===== src/rtl/uart_tx.sv =====
// uart_tx: 8N1 serial transmitter (start 0, 8 data bits LSB first, stop 1).
// Ports: i_Clock, i_Reset (async, high), i_TX_DV/i_TX_Byte in; o_TX_Active/o_TX_Serial/o_TX_Done out.
module uart_tx #(
  parameter int CLKS_PER_BIT = 217
) (
  input  logic       i_Clock,
  input  logic       i_Reset,
  input  logic       i_TX_DV,
  input  logic [7:0] i_TX_Byte,
  output logic       o_TX_Active,
  output logic       o_TX_Serial,
  output logic       o_TX_Done
);

  typedef enum logic [2:0] {
    IDLE         = 3'd0,
    TX_START_BIT = 3'd1,
    TX_DATA_BITS = 3'd2,
    TX_STOP_BIT  = 3'd3,
    CLEANUP      = 3'd4
  } state_t;

  localparam logic [15:0] CNT_MAX = 16'(CLKS_PER_BIT - 1);

  state_t      state, state_n;
  logic [15:0] clk_cnt, clk_cnt_n;
  logic [2:0]  bit_idx, bit_idx_n;
  logic [7:0]  tx_data, tx_data_n;
  logic        serial_n, active_n, done_n;
  logic        cnt_last;

  assign cnt_last = (clk_cnt == CNT_MAX);

  always_ff @(posedge i_Clock or posedge i_Reset) begin
    if (i_Reset) begin
      state       <= IDLE;
      clk_cnt     <= '0;
      bit_idx     <= '0;
      tx_data     <= '0;
      o_TX_Serial <= 1'b1;
      o_TX_Active <= 1'b0;
      o_TX_Done   <= 1'b0;
    end else begin
      state       <= state_n;
      clk_cnt     <= clk_cnt_n;
      bit_idx     <= bit_idx_n;
      tx_data     <= tx_data_n;
      o_TX_Serial <= serial_n;
      o_TX_Active <= active_n;
      o_TX_Done   <= done_n;
    end
  end

  always_comb begin
    state_n   = state;
    clk_cnt_n = clk_cnt;
    bit_idx_n = bit_idx;
    tx_data_n = tx_data;
    serial_n  = o_TX_Serial;
    active_n  = o_TX_Active;
    done_n    = 1'b0;
    unique case (state)
      // The cleanup cycle is also an accept slot, so a held strobe
      // re-frames every 10*CLKS_PER_BIT+1 clocks.
      IDLE, CLEANUP: begin
        state_n   = IDLE;
        clk_cnt_n = '0;
        bit_idx_n = '0;
        serial_n  = 1'b1;
        active_n  = 1'b0;
        if (i_TX_DV) begin
          tx_data_n = i_TX_Byte;
          state_n   = TX_START_BIT;
          serial_n  = 1'b0;
          active_n  = 1'b1;
        end
      end
      TX_START_BIT: begin
        if (!cnt_last) begin
          clk_cnt_n = clk_cnt + 16'd1;
        end else begin
          clk_cnt_n = '0;
          bit_idx_n = '0;
          state_n   = TX_DATA_BITS;
          serial_n  = tx_data[0];
        end
      end
      TX_DATA_BITS: begin
        if (!cnt_last) begin
          clk_cnt_n = clk_cnt + 16'd1;
        end else begin
          clk_cnt_n = '0;
          if (bit_idx != 3'd7) begin
            bit_idx_n = bit_idx + 3'd1;
            serial_n  = tx_data[bit_idx + 3'd1];
          end else begin
            bit_idx_n = '0;
            state_n   = TX_STOP_BIT;
            serial_n  = 1'b1;
          end
        end
      end
      TX_STOP_BIT: begin
        if (!cnt_last) begin
          clk_cnt_n = clk_cnt + 16'd1;
        end else begin
          clk_cnt_n = '0;
          state_n   = CLEANUP;
          done_n    = 1'b1;
          active_n  = 1'b0;
        end
      end
      default: begin
        state_n   = IDLE;
        clk_cnt_n = '0;
        bit_idx_n = '0;
        serial_n  = 1'b1;
        active_n  = 1'b0;
      end
    endcase
  end

endmodule


===== config.mk =====
export PLATFORM = sky130hd
export DESIGN_NAME = uart_tx
export DESIGN_NICKNAME = d
export VERILOG_FILES = /design/src/rtl/uart_tx.sv
export SDC_FILE = /design/constraint.sdc
export NUM_CORES = 1
export LEC_CHECK = 0
export BUFFER_PORTS_ARGS = -buffer_cell sky130_fd_sc_hd__buf_2
export CORE_MARGIN = 2
export CORE_UTILIZATION = 58
export CTS_CLUSTER_SIZE = 20
export DETAILED_ROUTE_END_ITERATION = 10
export PLACE_DENSITY = 0.88
export SETUP_SLACK_MARGIN = 0.5
export SLEW_MARGIN = 20
export SYNTH_ARGS = -nofsm -noshare
export SYNTH_HDL_FRONTEND = slang
export SYNTH_SLANG_ARGS = --single-unit

===== constraint.sdc =====
create_clock -name i_Clock -period 2 [get_ports i_Clock]
set_input_delay 0.4 -clock i_Clock [delete_from_list [all_inputs] [get_ports i_Clock]]
set_output_delay 0.4 -clock i_Clock [all_outputs]
set_load 0.02 [all_outputs]

==> impl_results.md <==
- Status: complete, no violations
- Worst Path Arrival: 2270 ps
- R2R Setup Slk: 20 ps
- Clock skew: 13.9 ps
- Top-count cell post-synth: dfrtp_1
- Reg2Reg Depth: 5
- Net Count, Synth: 167
- Final net count: 200
- Multiplexer area fraction after synthesis: 10.7%
- Startpoint class of the critical path: register
- #FFs+latches synth: 33
- Pwr dens: 579 nW/um^2
- Die width: 58.0 um
- ANT cells: 0
- Seq/Total Area, Yosys: 48.9%
- Root buffer cell: clkbuf_4
- Synth Instances: 152
- P_leak: 0.943 nW
- Peak supply drop: 0.602 mV
- MaxCap Viol Count: 0
- CP Cell Sequence: or3b_4, nor4_2, nand4_1, or4_4, a21oi_2
- Die Y: 58.0 um
- Final slew viol count: 0
- Clock-pin slew on the worst setup and hold paths: 120 ps
- Final WL: 4360 um
- Pin count of the biggest net entering global routing: 34
- Die Area: 3360 um^2
- CTS tree: yes
- Worst EP required: 2290 ps
- Global-route wire length before repair: 6270 um
- Vias: 1413
- Post-synth top area cell: dfrtp_1
- CTS H-Tree Depth: 2
- Placer Congestion: 0.926
- Hold WC Path Type: primary input to async pin
- Crit Path Max Fanout: 3
- Syn Area/Cell: 11.1 um^2
- Core area: 2760 um^2
- Post-synthesis compound-gate area fraction: 2.88%
- Synth top cells by count: 32 x dfrtp_1, 23 x nor2_1, 10 x mux2_2
- Detailed-route DRC error count: 0
- Post-CTS Hold Buffers: 0
- Clk buf depth: 2
- Setup Viol. Count Final: 0
- Number of synthesized flops with an enable pin: 0
- Initial Utilization: 61.3%
- Post-Synth XOR/XNOR Area: 7.77%
- Fmax achieved: 504 MHz
- Ys async rst share: 100%
- Main flop type after synthesis: dfrtp_1
- Critical Path End Type: register
- Min Tclk post-route: 1980 ps
- Design area: 2150 um^2
- Initial antenna violation count: 0
- Gr usage total: 26.0%
- Top cells by area, synth: dfrtp_1 47%, mux2_2 6.7%, nor2_1 5.1%
- Power after layout: 0.00125 W
- CTS Sinks: 33
- Layout cells sized above 1: 46.8%
- Clock Latency Late Sink: 360 ps
- Layout area overhead: 27.1%
- Synth Area in Adders: 3.62%
- Critical R2R Capture: bit_idx[0]
- Post-route ant nets: 0
- Top cell type's share of synthesized area: 47.3%
- CTS buffer count: 5
- Final Cycle Share: 99.1%
- Hold Vio Cnt, Final: 0
- Synth warn: 0
- CP max-delay cell: or4_4
- Area of placed instances: 1830 um^2
- Slowest cell delay on critical path: 530 ps
- Via density per instance: 6.51
- Pre-antenna DRT Iters: 5
- Vias in the first global route: 1295
- Slew headroom: 68.4%
- Final Core Density: 78.0%
- # rows: 19
- DR iter-0 viols: 104
- Total global routing overflow: 0
- FF-to-FF Start: clk_cnt[5]
- Simple-gate area share of the yosys netlist: 22.6%
- Worst slew pin tran: 475 ps
- RSZ-0062 raised after global routing: true
- Post-DP HPWL: 2260 um
- Largest family of logic cells by synthesized area: simple AND/OR/NAND/NOR gates
- Worst Path Class, Setup: register to register
- Mapped Area: 1690 um^2
- # port buffers: 13
- # IOs: 14
- Synth cell types: 42
- Routed length per instance: 20.1 um
-- critical path, delay by kind of cell (launching register included) --
family | cells | cell delay, ps
DFF | 1 | 430
AOI/OAI and AO/OA | 1 | 140
and+or+nand+nor | 4 | 1350
-- per-layer routing --
metal  wire, um  vias up  GRT usage, %
li1           -      596             -
met1       1740      695          32.2
met2       2050       95          42.5
met3        350       27          8.26
met4        226        0          9.97
met5          0        -             0
-- layout make-up --
type	instances	area (um^2)
inverters	9	33.8
repair buffers	29	193
multi-input cells	107	970
well taps	31	38.8
clock inverters	3	46.3
clock buffers	5	37.5
fillers	144	607
flip-flops and latches	33	832
-- report_power, final --
group,switching [W],total (W),internal (W)
sequential,0.00000560,0.000683,0.000678
clock,0.000249,0.000513,0.000264
combinational,0.0000268,0.0000500,0.0000232
-- flip-flops by register name, indices dropped and copies added (netlist names) --
register,flops
o_TX_Done,1
o_TX_Active,1
o_TX_Serial,1
bit_idx,3
tx_data,8
clk_cnt,16
state,3
-- per-stage QoR --
stage / TNS (ps) / instances / hold WS [ps] / setup slack, ps
after floorplan: 0 / 152 / 443 / 248
after global placement: 0 / 196 / 462 / 173
after detailed placement: 0 / 196 / 477 / 95.8
after CTS: 0 / 212 / 122 / 108
after global routing: -44.8 / 217 / 145 / -44.8
final: 0 / 217 / 102 / 17.5
-- logic make-up (layout without fill, tap and decap cells) --
kind of cell,count (synthesis),in the layout
simple gates,64,64
flops,33,33
xor+xnor,15,15
mux,15,15
buf+inv,13,46
compound gates,7,8
fa+ha+maj,5,5
-- what timing repair did --
action,CTS,global route
buffers inserted,7,5
gates cloned,1,0
resized for setup,19,16
pin swaps,14,10
setup endpoints to repair,25,33
-- worst max path at each step --
| stage | cells past startpoint | start | to | slack (ps) |
|---|---|---|---|---|
| 2_1_floorplan | 5 | clk_cnt[7] | o_TX_Serial | 250 |
| 3_3_place_gp | 5 | clk_cnt[7] | o_TX_Serial | 170 |
| 3_5_place_dp | 5 | clk_cnt[7] | bit_idx[0] | 100 |
| 4_1_cts | 5 | clk_cnt[5] | bit_idx[0] | 110 |
| 5_1_grt | 5 | clk_cnt[5] | bit_idx[0] | -40 |
| 6_report | 5 | clk_cnt[5] | bit_idx[0] | 20 |
-- cells in the final DEF, fill, tap and decap left out, drive strengths merged --
cell       n
a21oi      1
a221oi     1
a2bb2oi    1
a31oi      2
and3       2
and4       2
and4bb     1
buf       29
bufinv     1
clkbuf     5
clkinv     1
clkinvlp   1
dfrtp     32
dfstp      1
ha         4
inv        9
maj3       1
mux2      11
mux2i      3
mux4       1
nand2      5
nand2b     4
nand3      6
nand3b     1
nand4      3
nand4b     2
nand4bb    1
nor2      23
nor2b      1
nor3       3
nor3b      3
nor4       3
nor4b      1
o21ai      3
or3b       1
or4        2
xnor2      7
xor2       8
Power figures use the tool's default switching activity.
